==> src/rtl/alu_pkg.sv <==
// Shared ALU definitions: opcode encodings and carry-select block-count helper.
package alu_pkg;

  typedef enum logic [1:0] {
    OP_ADD  = 2'b00,
    OP_SUB  = 2'b01,
    OP_ADDC = 2'b10,
    OP_SUBB = 2'b11
  } op_e;

  // Result flags presented alongside the sum.
  typedef struct packed {
    logic co;
    logic ovf;
    logic zero;
    logic neg;
  } flags_t;

  // Number of carry-select blocks for a given operand and block width.
  function automatic int unsigned nblocks(input int unsigned width, input int unsigned blk);
    return width / blk;
  endfunction

endpackage

==> src/rtl/csel_block.sv <==
// One BLK-bit ripple adder slice: sum and carry-out for a fixed carry-in.
module csel_block #(
  parameter int unsigned BLK = 4
) (
  input  logic [BLK-1:0] a,
  input  logic [BLK-1:0] b,
  input  logic           ci,
  output logic [BLK-1:0] s,
  output logic           co
);

  assign {co, s} = (BLK+1)'(a) + (BLK+1)'(b) + (BLK+1)'(ci);

endmodule

==> src/rtl/csel_addsub_pipe.sv <==
// Two-stage pipelined carry-select adder/subtractor with valid/ready handshake.
// Stage 1 precomputes every block sum for both carry-ins; stage 2 resolves the
// block carry chain, selects the sums and derives the status flags.
module csel_addsub_pipe
  import alu_pkg::*;
#(
  parameter int unsigned WIDTH = 32,
  parameter int unsigned BLK   = 4
) (
  input  logic             clk,
  input  logic             rst,
  input  logic             in_valid,
  output logic             in_ready,
  input  logic [WIDTH-1:0] a,
  input  logic [WIDTH-1:0] b,
  input  logic             ci,
  input  logic [1:0]       op,
  output logic             out_valid,
  input  logic             out_ready,
  output logic [WIDTH-1:0] s,
  output logic             co,
  output logic             ovf,
  output logic             zero,
  output logic             neg
);

  localparam int unsigned NB = nblocks(WIDTH, BLK);

  if ((WIDTH % BLK) != 0) begin : g_bad_blk
    $error("csel_addsub_pipe: WIDTH (%0d) must be a multiple of BLK (%0d)", WIDTH, BLK);
  end
  if (WIDTH < 8) begin : g_bad_width
    $error("csel_addsub_pipe: WIDTH (%0d) must be at least 8", WIDTH);
  end

  logic [WIDTH-1:0] b_c;
  logic             c0_c;
  logic             v1_q;
  logic             v2_q;
  logic             a_msb_q;
  logic             b_msb_q;
  logic             adv2;
  logic             accept;
  logic [WIDTH-1:0] sel_s;
  logic [WIDTH-1:0] s_q;
  flags_t           flags_q;

  // Handshake: stage 2 refills when empty or drained; stage 1 frees on advance.
  assign adv2      = v1_q && (!v2_q || out_ready);
  assign in_ready  = !v1_q || adv2;
  assign accept    = in_valid && in_ready;
  assign out_valid = v2_q;

  // Operand conditioning: subtraction is a + ~b + 1 (or + ~borrow).
  always_comb begin
    b_c  = b;
    c0_c = 1'b0;
    case (op_e'(op))
      OP_ADD:  begin b_c = b;  c0_c = 1'b0; end
      OP_SUB:  begin b_c = ~b; c0_c = 1'b1; end
      OP_ADDC: begin b_c = b;  c0_c = ci;   end
      OP_SUBB: begin b_c = ~b; c0_c = ~ci;  end
      default: begin b_c = b;  c0_c = 1'b0; end
    endcase
  end

  // Stage-1 valid bit and operand sign bits for overflow detection.
  always_ff @(posedge clk) begin
    if (rst) begin
      v1_q    <= 1'b0;
      a_msb_q <= 1'b0;
      b_msb_q <= 1'b0;
    end else if (accept) begin
      v1_q    <= 1'b1;
      a_msb_q <= a[WIDTH-1];
      b_msb_q <= b_c[WIDTH-1];
    end else if (adv2) begin
      v1_q    <= 1'b0;
    end
  end

  // Per-block adders, stage-1 registers and the stage-2 carry-select chain.
  for (genvar k = 0; k < NB; k++) begin : g_blk
    logic [BLK-1:0] sel;
    logic           cy;

    if (k == 0) begin : g_lo
      logic [BLK-1:0] sum_d;
      logic           cy_d;
      logic [BLK-1:0] sum_q;
      logic           cy_q;

      csel_block #(.BLK(BLK)) u_add (
        .a  (a[BLK-1:0]),
        .b  (b_c[BLK-1:0]),
        .ci (c0_c),
        .s  (sum_d),
        .co (cy_d)
      );

      // Block 0 sum and carry using the real carry-in.
      always_ff @(posedge clk) begin
        if (rst) begin
          sum_q <= '0;
          cy_q  <= 1'b0;
        end else if (accept) begin
          sum_q <= sum_d;
          cy_q  <= cy_d;
        end
      end

      assign sel = sum_q;
      assign cy  = cy_q;
    end else begin : g_hi
      logic [BLK-1:0] sum0_d;
      logic [BLK-1:0] sum1_d;
      logic           cy0_d;
      logic           cy1_d;
      logic [BLK-1:0] sum0_q;
      logic [BLK-1:0] sum1_q;
      logic           cy0_q;
      logic           cy1_q;

      csel_block #(.BLK(BLK)) u_add0 (
        .a  (a[k*BLK +: BLK]),
        .b  (b_c[k*BLK +: BLK]),
        .ci (1'b0),
        .s  (sum0_d),
        .co (cy0_d)
      );

      csel_block #(.BLK(BLK)) u_add1 (
        .a  (a[k*BLK +: BLK]),
        .b  (b_c[k*BLK +: BLK]),
        .ci (1'b1),
        .s  (sum1_d),
        .co (cy1_d)
      );

      // Upper block: both speculative results are captured.
      always_ff @(posedge clk) begin
        if (rst) begin
          sum0_q <= '0;
          sum1_q <= '0;
          cy0_q  <= 1'b0;
          cy1_q  <= 1'b0;
        end else if (accept) begin
          sum0_q <= sum0_d;
          sum1_q <= sum1_d;
          cy0_q  <= cy0_d;
          cy1_q  <= cy1_d;
        end
      end

      assign sel = g_blk[k-1].cy ? sum1_q : sum0_q;
      assign cy  = g_blk[k-1].cy ? cy1_q  : cy0_q;
    end

    assign sel_s[k*BLK +: BLK] = sel;
  end

  // Stage-2 result and flags; held while the consumer stalls.
  always_ff @(posedge clk) begin
    if (rst) begin
      v2_q    <= 1'b0;
      s_q     <= '0;
      flags_q <= '{co: 1'b0, ovf: 1'b0, zero: 1'b1, neg: 1'b0};
    end else if (adv2) begin
      v2_q         <= 1'b1;
      s_q          <= sel_s;
      flags_q.co   <= g_blk[NB-1].cy;
      flags_q.ovf  <= (a_msb_q == b_msb_q) && (sel_s[WIDTH-1] != a_msb_q);
      flags_q.zero <= ~|sel_s;
      flags_q.neg  <= sel_s[WIDTH-1];
    end else if (v2_q && out_ready) begin
      v2_q         <= 1'b0;
    end
  end

  assign s    = s_q;
  assign co   = flags_q.co;
  assign ovf  = flags_q.ovf;
  assign zero = flags_q.zero;
  assign neg  = flags_q.neg;

endmodule

==> config.mk <==
export PLATFORM = sky130hd
export DESIGN_NAME = csel_addsub_pipe
export DESIGN_NICKNAME = d
export VERILOG_FILES = /design/src/rtl/alu_pkg.sv /design/src/rtl/csel_block.sv /design/src/rtl/csel_addsub_pipe.sv
export SDC_FILE = /design/constraint.sdc
export NUM_CORES = 1
export LEC_CHECK = 0
export ABC_CLOCK_PERIOD_IN_PS = 5800
export CAP_MARGIN = 0
export CORE_ASPECT_RATIO = 0.8
export CORE_MARGIN = 3
export CORE_UTILIZATION = 55
export CTS_CLUSTER_DIAMETER = 80
export DETAILED_ROUTE_END_ITERATION = 10
export PLACE_DENSITY = 0.86
export SLEW_MARGIN = 20
export SYNTH_ARGS = -nofsm -noshare
export SYNTH_HDL_FRONTEND = slang
export SYNTH_SLANG_ARGS = --single-unit
==> constraint.sdc <==
create_clock -name clk -period 5.8 [get_ports clk]
set_input_delay 0.87 -clock clk [delete_from_list [all_inputs] [get_ports clk]]
set_output_delay 0.87 -clock clk [all_outputs]
set_load 0.01 [all_outputs]
==> metrics.md, run 1 <==
| Metric | Value |
|---|---|
| F_max | `0.303 GHz` |
| Hold_ws | `~460 ps` |
| Rel. slew slack | `35.3%` |
| Gates resized, CTS repair | `0` |
| Pwr/cell area | `approximately 330 mW/mm²` |
| Gate Count Post-Synth | `751` |
| Worst vdd ir | `approximately 0.00023 V` |
| CP Capture Type | `flop` |
| Fraction of registers with async set or reset after synthesis | `0%` |
| Worst Setup Start Kind | `primary input` |
| GRT Util Overall | `a little under a quarter` |
| # fillers | `slightly below 800` |
| Synthesized net count | `869` |
| Largest family of logic cells by synthesized area | `simple AND/OR/NAND/NOR gates` |
| Initial core utilization | `between 50% and 60%` |
| Critical Path RT | `between 6000 and 7000 ps` |
| Routed WL per cell | `around 15 µm` |
| Boundary pin count | `between 100 and 150` |
| Top cells by count, synth | `114 x dfxtp_1, 106 x nand2_1, 80 x nor2_1` |
| Sequential area share after synthesis | `35.8%` |
| DIE HEIGHT | `just over 100 µm` |
| RSZ-0062 raised after global routing | `false` |
| Vias | `between 5,000 and 6,000` |
| Fin crit period | `about 3300 ps` |
| Pins Over Slew Limit | `0` |
| Reg clk slew, reported paths | `approximately 50 ps` |
| Area of the die | `0.0129 mm²` |
| Area taken by multi-input logic gates | `between 0.003 and 0.004 mm²` |
| CTS tree | `built` |
| Hold Crit Class | `reg -> reg` |
| Area of the mapped netlist | `approximately 0.0064 mm²` |
| Worst-margin pin slew | `971 ps` |
| # Post-CTS Setup Buffers | `0` |
| # nets final | `955` |
| Outcome | `completed` |
| Final worst-path cycle share | `between 50% and 60%` |
| CP most frequent cell | `xnor2_1` |
| Clock buffer depth | `2` |
| Number of max-cap violations | `0` |
| Vias per Instance | `between 5 and 6` |
| Ant. Diodes | `0` |
| Routed Antenna Nets | `0` |
| Clock Root Buffer | `clkbuf_16` |
| H-tree depth | `4` |
| Die W | `126 µm` |
| Most frequent cell after synthesis | `dfxtp_1` |
| Synth-to-Final Area Change | `27.5%` |
| Worst EP arrival | `approximately 3600 ps` |
| CP peak stage delay | `630 ps` |
| CTS hold repair buffers | `0` |
| Mux cell area share after synthesis | `between 5 and 6%` |
| Synth Area in XOR/XNOR | `9.62%` |
| Initial antenna violation count | `0` |
| Fin Clk Skew | `9.04 ps` |
| CP cell instances | `buf_2 -> buf_4 -> xor2_1 -> ha_1 -> inv_1 -> fa_1 -> xnor2_1 -> nand3_1 -> xnor2_1 -> nand2_1 -> a21oi_1` |
| Largest net degree at the start of global routing | `115` |
| Worst skew pair latency | `about 400 ps` |
| Largest area contributor in the netlist | `dfxtp_1` |
| Port bufs | `roughly 110` |
| Final Hold Viols | `0` |
| DRC | `0` |
| HPWL Detailed | `between 10,000 and 15,000 µm` |
| Largest cells by area after synthesis | `dfxtp_1 36%, ha_1 7.5%, nand2_1 6.2%` |
| Vias in the first global route | `5,309` |
| Register area | `0.00228 mm²` |
| Adder-Cell Fraction of Synth Area | `roughly a tenth` |
| Grt ovf | `0` |
| Slowest cell on crit path | `buf_2` |
| 1st-pass router iterations | `7` |
| Setup tns final | `0 ps` |
| Setup violations, final | `0` |
| Yosys warnings | `0` |
| Core footprint | `approximately 0.011 mm²` |
| Synth top area share | `a little over a third` |
| Share of layout cells above drive strength 1 | `between 5 and 6%` |
| Top_reg_cell synth | `dfxtp_1` |
| Setup CP Type | `in -> reg` |
| Synth cell types | `46` |
| Critical path peak fanout | `28` |
| Number of synthesized flops with an enable pin | `0` |
| Post-Synth Simple-Gate Area | `approximately 18%` |
| P_leak | `between 3 and 4 nW` |
| First-pass GRT wire length | `~25,000 µm` |
| Syn_area_per_cell | `around 8.5 µm²` |
| Row cnt | `34` |
| Synthesis-stage register bit count | `114` |
| DRT Wirelength | `roughly 15,000 µm` |
| Clock sinks | `114` |
| CTS Buf Count | `17` |
| Initial drt markers | `roughly 560` |
| RePlAce Congestion | `~0.87` |
| Post-synthesis compound-gate area fraction | `15.9%` |
## cell usage in the layout, fill, tap and decap left out, drive strengths merged, types with 3 or more instances in the layout
master,n
dfxtp,114
nand2,106
clkdlybuf4s50,106
nor2,81
a21oi,62
a211oi,47
xor2,39
ha,38
inv,32
xnor2,31
mux2i,31
o21ai,25
clkbuf,22
nand3,18
nand2b,11
nor4,9
fa,9
a311oi,9
nor2b,8
a21o,8
bufinv,5
clkinv,5
buf,5
nand3b,4
mux2,4
or4,3
## critical path: cells and delay by family
| family | cells | cell delay (ps) |
|---|---|---|
| fa+ha+maj | 2 | 590 |
| buf+inv | 3 | 990 |
| simple gates | 2 | 260 |
| compound gates | 1 | 170 |
| xor+xnor | 3 | 720 |
## routing by layer
metal | up-vias | track usage [%] | share of wire (%)
met1 | 2596 | 30.0 | 45
met5 | - | 0 | 0
met4 | 0 | 5.19 | 0.52
met3 | 9 | 4.91 | 5.6
li1 | 2744 | - | -
met2 | 173 | 40.5 | 49
## power breakdown
group	total [mW]	leakage (nW)	internal [mW]	switching, mW
Sequential	0.937	0.941	0.867	0.0700
Clock	1.14	0.324	0.794	0.351
Combinational	0.625	2.06	0.302	0.323
Total	2.71	3.33	1.96	0.744
## flip-flops by register name, summed over array words and instances, names as in the netlist
| register | count |
|---|---|
| s | 32 |
| g_blk.g_hi.sum0_q | 28 |
| g_blk.g_hi.sum1_q | 28 |
| g_blk.g_hi.cy0_q | 7 |
| g_blk.g_hi.cy1_q | 7 |
| g_blk.g_lo.sum_q | 4 |
| a_msb_q | 1 |
| b_msb_q | 1 |
| co | 1 |
| g_blk.cy | 1 |
| out_valid | 1 |
| ovf | 1 |
| v1_q | 1 |
| zero | 1 |
## area by class of cell
| cell class | count | share of cell area, % |
|---|---|---|
| repair buffers | 111 | 13.5 |
| clock inverters | 10 | 2.20 |
| multi-input cells | 561 | 46.6 |
| flip-flops and latches | 114 | 28.1 |
| inverters | 32 | 1.48 |
| clock buffers | 22 | 5.84 |
| well taps | 144 | 2.22 |
## per-stage QoR
step	instances	cell area, µm²	worst slack, ps	util (%)	power (mW)
finish	994	8120	2500	73.2	2.71
global route	994	8120	2240	73.2	2.83
CTS	994	8120	2510	73.1	2.71
detailed placement	962	7470	2090	67.2	1.57
global placement	962	7470	2310	67.2	1.53
floorplan	751	6370	2620	-	1.38
## cell families (layout without fill, tap and decap cells)
| logic type | count (synthesis) | count (layout) |
|---|---|---|
| adders and majority gates | 47 | 47 |
| DFF | 114 | 114 |
| and+or+nand+nor | 252 | 252 |
| xor gates and xnor gates | 70 | 70 |
| AOI/OAI and AO/OA | 157 | 157 |
| muxes | 35 | 35 |
| buffers and inverters | 76 | 175 |
## final timing paths
path	start	end	slack (ps)	cells past startpoint
worst max-delay path	op[0]	g_blk[6].g_hi.cy1_q	2500	11
worst min-delay path	s[0]	s[0]	460	2
worst max register to register	g_blk[0].cy	s[31]	2780	7
worst min register to register	s[0]	s[0]	460	2
Power figures use the tool's default switching activity.
==> run 2: changes to the inputs <==
ABC_CLOCK_PERIOD_IN_PS = 3200   (was 5800)
CORE_UTILIZATION = 54   (was 55)
PLACE_DENSITY = 0.85   (was 0.86)
clock period = 3.2 ns   (was 5.8 ns; I/O delays follow)
==> run 2 against run 1 <==
  * Critical path depth down 4
  * Flip-flop and latch count unchanged
  * Non-clock buffer count up 6
  * Global-route usage down 0.12 points
  * Total power up 73%
  * Core utilization down 0.62 points
  * Final cell count up 0.50%
  * Combinational power up 84%
  * Worst setup slack worse by 2100 ps
  * Clock skew up 1.0 ps
  * Critical endpoint is now s[31]
  * Highest routed layer unchanged
==> metrics.md, run 2 (synthesis gave the netlist of run 1 again) <==
| Metric | Value |
|---|---|
| Hold_ws | `458 ps (+0.0390 ps)` |
| DRC | `0 (unchanged)` |
| Share of layout cells above drive strength 1 | `6.32% (+0.55 points)` |
| H-tree depth | `4 (unchanged)` |
| Fin crit period | `2840 ps` |
| Outcome | `completed` |
| Met3 WL post-DR | `852 µm (+2.8%)` |
| RSZ-0062 raised after global routing | `false` |
| Placed cell area | `0.00754 mm² (+0.94%)` |
| Vias in the first global route | `5,393 (+1.6%)` |
| Critical path peak fanout | `11 (-61%)` |
| Number of max-cap violations | `0 (unchanged)` |
| Met2 wire len | `7130 µm (-1.8%)` |
| Final worst-path cycle share | `about nine tenths` |
| Largest net degree at the start of global routing | `78 (-32%)` |
| 1st-pass router iterations | `5 (-2)` |
| Clock sinks | `114 (unchanged)` |
| Fin Clk Skew | `10.1 ps (+1.03 ps)` |
| Vias per Instance | `5.61 (+1.1%)` |
| Slowest cell on crit path | `dfxtp_1` |
| Critical Path RT | `3490 ps (-2630 ps)` |
| P_leak | `3.31 nW (-0.36%)` |
| Routed WL per cell | `14.8 µm (-0.41%)` |
| GRT Util Overall | `23.1% (-0.12 points)` |
| HPWL Detailed | `10,600 µm (+2.3%)` |
| Worst vdd ir | `0.000368 V (+61%)` |
| Most frequent cells in the layout | `114 x dfxtp_1, 106 x nand2_1, 106 x clkdlybuf4s50_1, 80 x nor2_1, 59 x a21oi_1` |
| # fillers | `812 (+2.3%)` |
| CP top delay family | `multiplexers` |
| Wl on met1 | `6510 µm (-0.82%)` |
| CP peak stage delay | `640 ps (about the same)` |
| Gates resized, CTS repair | `0 (unchanged)` |
| Synth-to-Final Area Change | `27.4% (about the same)` |
| Clock Root Buffer | `clkbuf_16` |
| Commonest non-fill, non-tap cell in the layout | `dfxtp_1` |
| CP cell instances | `mux2_4 -> a21oi_2 -> or2_1 -> nor2_4 -> a311oi_4 -> mux2_2 -> o21a_1` |
| Final instance area | `0.00812 mm² (about the same)` |
| Clock buffer depth | `2 (unchanged)` |
| Port bufs | `108 (unchanged)` |
| F_max | `approximately 0.35 GHz` |
| Max FFs per register | `32 (unchanged)` |
| Setup tns final | `0 ps (unchanged)` |
| Final Hold Viols | `0 (unchanged)` |
| Initial drt markers | `385 (-31%)` |
| Reg clk slew, reported paths | `50 ps (about the same)` |
| Setup CP Type | `reg -> reg` |
| Ant. Diodes | `0 (unchanged)` |
| CTS tree | `built` |
| DR top layer | `met4` |
| Core footprint | `0.0112 mm² (+0.77%)` |
| Worst EP arrival | `3130 ps (-490 ps)` |
| First-pass GRT wire length | `24,600 µm (+0.28%)` |
| Worst-margin pin slew | `785 ps (-186 ps)` |
| Die W | `127 µm (+0.88%)` |
| Initial antenna violation count | `0 (unchanged)` |
| Row cnt | `34 (unchanged)` |
| Rel. slew slack | `47.7% (+12 points)` |
| CP Capture Type | `flop` |
| Boundary pin count | `109 (unchanged)` |
| CTS hold repair buffers | `0 (unchanged)` |
| RePlAce Congestion | `0.838 (-3.9%)` |
| Pwr/cell area | `577 mW/mm² (+73%)` |
| Worst Setup Start Kind | `flop` |
| Grt ovf | `0 (unchanged)` |
| CTS Buf Count | `17 (unchanged)` |
| Worst skew pair latency | `410 ps (about the same)` |
| Pins Over Slew Limit | `0 (unchanged)` |
| # nets final | `961 (+0.63%)` |
| Setup violations, final | `0 (unchanged)` |
| Routed Antenna Nets | `0 (unchanged)` |
| Area of the die | `0.0131 mm² (+1.8%)` |
| Initial core utilization | `56.9% (-0.44 points)` |
| Buf/Inv on CP | `0 (-3)` |
| Vias | `5,609 (+1.6%)` |
| Area taken by multi-input logic gates | `0.00379 mm² (about the same)` |
| Register area | `0.00228 mm² (unchanged)` |
| # Post-CTS Setup Buffers | `0 (unchanged)` |
| DRT Wirelength | `14,700 µm (about the same)` |
| DIE HEIGHT | `103 µm (+0.87%)` |
| Hold Crit Class | `reg -> reg` |
-- run 2: cell types whose count changed in the layout (fill, tap and decap cells not counted) --
cell        previous run  this run
bufinv_16              5         2
and2_2                 0         1
clkinv_2               4         3
clkinvlp_4             0         3
and2_4                 1         0
buf_4                  3         8
buf_6                  1         0
buf_12                 0         2
-- run 2: area by class of cell --
type,count,area share [%]
Clock buffer,22,5.84
Sequential cell,114,28.1
Timing Repair Buffer,117,14.4
Multi-Input combinational cell,561,46.7
Tap cell,144,2.22
Clock inverter,9,1.31
Inverter,32,1.48
-- run 2: layer usage --
| metal | vias up | global-route usage [%] |
|---|---|---|
| li1 | 2747 | - |
| met1 | 2643 | 28.9 |
| met2 | 195 | 40.4 |
| met3 | 24 | 4.14 |
| met4 | 0 | 8.24 |
| met5 | - | 0 |
-- run 2: power by group --
| group | switching [mW] | total, mW | internal (mW) |
|---|---|---|---|
| Clock | 0.633 | 1.83 | 1.20 |
| Combinational | 0.593 | 1.15 | 0.557 |
| Sequential | 0.131 | 1.70 | 1.57 |
| Total | 1.36 | 4.68 | 3.33 |
-- run 2: final timing paths --
path	from	endpoint	slack, ps	cells after the start
hold reg to reg	g_blk[1].g_hi.sum1_q[1]	g_blk[1].g_hi.sum1_q[1]	460	2
setup / recovery	g_blk[0].cy	s[31]	360	7
setup reg to reg	g_blk[0].cy	s[31]	360	7
hold / removal	g_blk[1].g_hi.sum1_q[1]	g_blk[1].g_hi.sum1_q[1]	460	2
-- run 2: metrics by stage --
stage          power, mW  cells  setup slack [ps]  utilization, %
6_report            4.68    999               356            72.5
5_1_grt             4.92    999               105            72.5
4_1_cts             4.69    999               349            72.5
3_5_place_dp        2.86    968               414            67.4
3_3_place_gp        2.80    968               486            67.4
2_1_floorplan       2.50    751               406               -
-- run 2: worst register-to-register path, delay by kind of cell (launching register included) --
family | cells | cell delay [ps]
compound gates | 3 | 760
flops | 1 | 640
mux | 2 | 830
simple gates | 2 | 490
==> run 3: changes to the inputs <==
CELL_PAD_IN_SITES_DETAIL_PLACEMENT = 0   (was not set)
CELL_PAD_IN_SITES_GLOBAL_PLACEMENT = 2   (was not set)
CORE_UTILIZATION = 32   (was 54)
==> run 3 against run 2 <==
  * Total power down 3.4%
  * Combinational power about the same
  * Register-to-register slack worse by 70 ps
  * Global-route usage down 8.2 points
  * Critical path type unchanged
==> metrics.md, run 3 (synthesis gave the netlist of run 1 again) <==
| Metric | Value |
|---|---|
| Cell Int Power | `3.18 mW (-4.4%)` |
| Clk network pwr share | `37.0% (-2.1 points)` |
| Number of max-cap violations | `0 (unchanged)` |
| Placed cell area | `0.00770 mm² (+2.2%)` |
| Synth-to-Final Area Change | `29.1%` |
| Clock sinks | `114 (unchanged)` |
| Routed Antenna Nets | `0 (unchanged)` |
| First-pass GRT wire length | `25,700 µm (+4.2%)` |
| Flop pwr share | `37.6% (+1.3 points)` |
| Post-Layout Cell Count | `1,111 (+11%)` |
| Pins Over Slew Limit | `0 (unchanged)` |
| Setup violations, final | `0 (unchanged)` |
| Outcome | `completed` |
| Worst Setup Start Kind | `flop` |
| # nets final | `961 (unchanged)` |
| Vias | `5,193 (-7.4%)` |
| Boundary pin count | `109 (unchanged)` |
| Die W | `164 µm (+28%)` |
| NetSw | `1.35 mW (-0.69%)` |
| DRC | `0 (unchanged)` |
| CTS Buf Count | `17 (unchanged)` |
| Commonest non-fill, non-tap cell in the layout | `dfxtp_1` |
| Finished Core Util | `42.7% (-30 points)` |
| HPWL Detailed | `11,800 µm (+11%)` |
| Vias per Instance | `4.67 (-17%)` |
| CP Capture Type | `flop` |
| Initial antenna violation count | `0 (unchanged)` |
| Gates resized, CTS repair | `0 (unchanged)` |
| Worst skew pair latency | `410 ps (about the same)` |
| Worst vdd ir | `0.000348 V (-5.5%)` |
| Largest net degree at the start of global routing | `75 (-3.8%)` |
| Port bufs | `108 (unchanged)` |
| Grt ovf | `0 (unchanged)` |
| DRT Wirelength | `15,700 µm (+6.4%)` |
| Pwr/cell area | `550 mW/mm² (-4.6%)` |
| Overall Power | `4.53 mW (-3.4%)` |
| Critical Path RT | `3460 ps (-30 ps)` |
| Max FFs per register | `32 (unchanged)` |
| Final worst-path cycle share | `90.9% (+2.0 points)` |
| Most frequent cells in the layout | `114 x dfxtp_1, 106 x nand2_1, 106 x clkdlybuf4s50_1, 80 x nor2_1, 59 x a21oi_1` |
| Clock Root Buffer | `clkbuf_16` |
| 1st-pass router iterations | `5 (unchanged)` |
| Initial drt markers | `287 (-25%)` |
| Reg clk slew, reported paths | `50 ps (about the same)` |
| CTS hold repair buffers | `0 (unchanged)` |
| Vias in the first global route | `4,807 (-11%)` |
| GRT Util Overall | `14.8% (-8.2 points)` |
| Fin crit period | `2910 ps (+65.5 ps)` |
| DIE HEIGHT | `132 µm (+28%)` |
| Final instance area | `0.00822 mm² (+1.3%)` |
| Area of the die | `0.0216 mm² (+65%)` |
| Fin Clk Skew | `9.26 ps (-0.817 ps)` |
| H-tree depth | `4 (unchanged)` |
| P_leak | `3.31 nW (-0.26%)` |
| # Post-CTS Setup Buffers | `0 (unchanged)` |
| Placed Cells | `1,082 (+12%)` |
| Row cnt | `45 (+32%)` |
| Worst-margin pin slew | `688 ps (-97.1 ps)` |
| RePlAce Congestion | `0.749 (-11%)` |
| Clock buffer depth | `2 (unchanged)` |
| Share of layout cells above drive strength 1 | `6.10% (-0.22 points)` |
| Setup CP Type | `reg -> reg` |
| Ant. Diodes | `0 (unchanged)` |
| Worst EP arrival | `3170 ps (+40 ps)` |
| Routed WL per cell | `14.1 µm (-4.3%)` |
| Rel. slew slack | `54.1% (+6.5 points)` |
| Final Hold Viols | `0 (unchanged)` |
| Critical path peak fanout | `11 (unchanged)` |
| Hold Crit Class | `reg -> reg` |
| Initial core utilization | `33.1% (-24 points)` |
| Setup tns final | `0 ps (unchanged)` |
| Power share of the combinational group | `25.4% (+0.8 points)` |
| CTS tree | `built` |
| F_max | `0.344 GHz (-2.3%)` |
| Core footprint | `0.0193 mm² (+72%)` |
| RSZ-0062 raised after global routing | `false` |
| Sw Ratio | `29.8% (+0.80 points)` |
[run 3: power by group through the flow]
stage	Combinational, mW	Sequential, mW	Clock [mW]
2_1_floorplan	0.800	1.70	0
3_3_place_gp	1.15	1.73	0
3_5_place_dp	1.16	1.73	0
4_1_cts	1.17	1.70	1.70
5_1_grt	1.30	1.72	1.78
6_report	1.15	1.70	1.67
[run 3: cell type report]
cell class | count | area (µm²)
multi-input combinational | 561 | 3790
timing repair buffer | 117 | 1190
clock buffer | 23 | 488
inverter | 32 | 120
fill | 1984 | 11000
sequential | 114 | 2280
tap | 258 | 323
clock inverter | 6 | 32.5
[run 3: worst max-delay path, stage by stage (launching register included)]
cell	delay, ps
dfxtp_1	640
mux2i_4	480
a21oi_1	90
or2_1	390
o21ai_0	430
and2_1	320
mux2i_1	300
a211oi_1	100
[run 3: final timing paths]
path | start | to | slack [ps] | cells past startpoint
worst max-delay path | g_blk[0].cy | s[24] | 290 | 7
worst min-delay path | g_blk[1].g_hi.sum1_q[1] | g_blk[1].g_hi.sum1_q[1] | 450 | 2
worst max register to register | g_blk[0].cy | s[24] | 290 | 7
worst min register to register | g_blk[1].g_hi.sum1_q[1] | g_blk[1].g_hi.sum1_q[1] | 450 | 2
[run 3: metrics by stage]
| stage | setup slack (ps) | hold WS (ps) |
|---|---|---|
| after floorplan | 406 | 431 |
| after global placement | 308 | 442 |
| after detailed placement | 290 | 447 |
| after CTS | 281 | 454 |
| after global routing | 62.3 | 475 |
| final | 290 | 454 |
[run 3: routing by layer]
metal / track usage [%] / vias to the layer above / share of wire [%]
met2: 19.0 / 91 / 38
met1: 23.5 / 2337 / 56
met4: 4.51 / 0 / 0.59
met3: 4.05 / 9 / 5.2
met5: 0 / - / 0
li1: - / 2756 / -
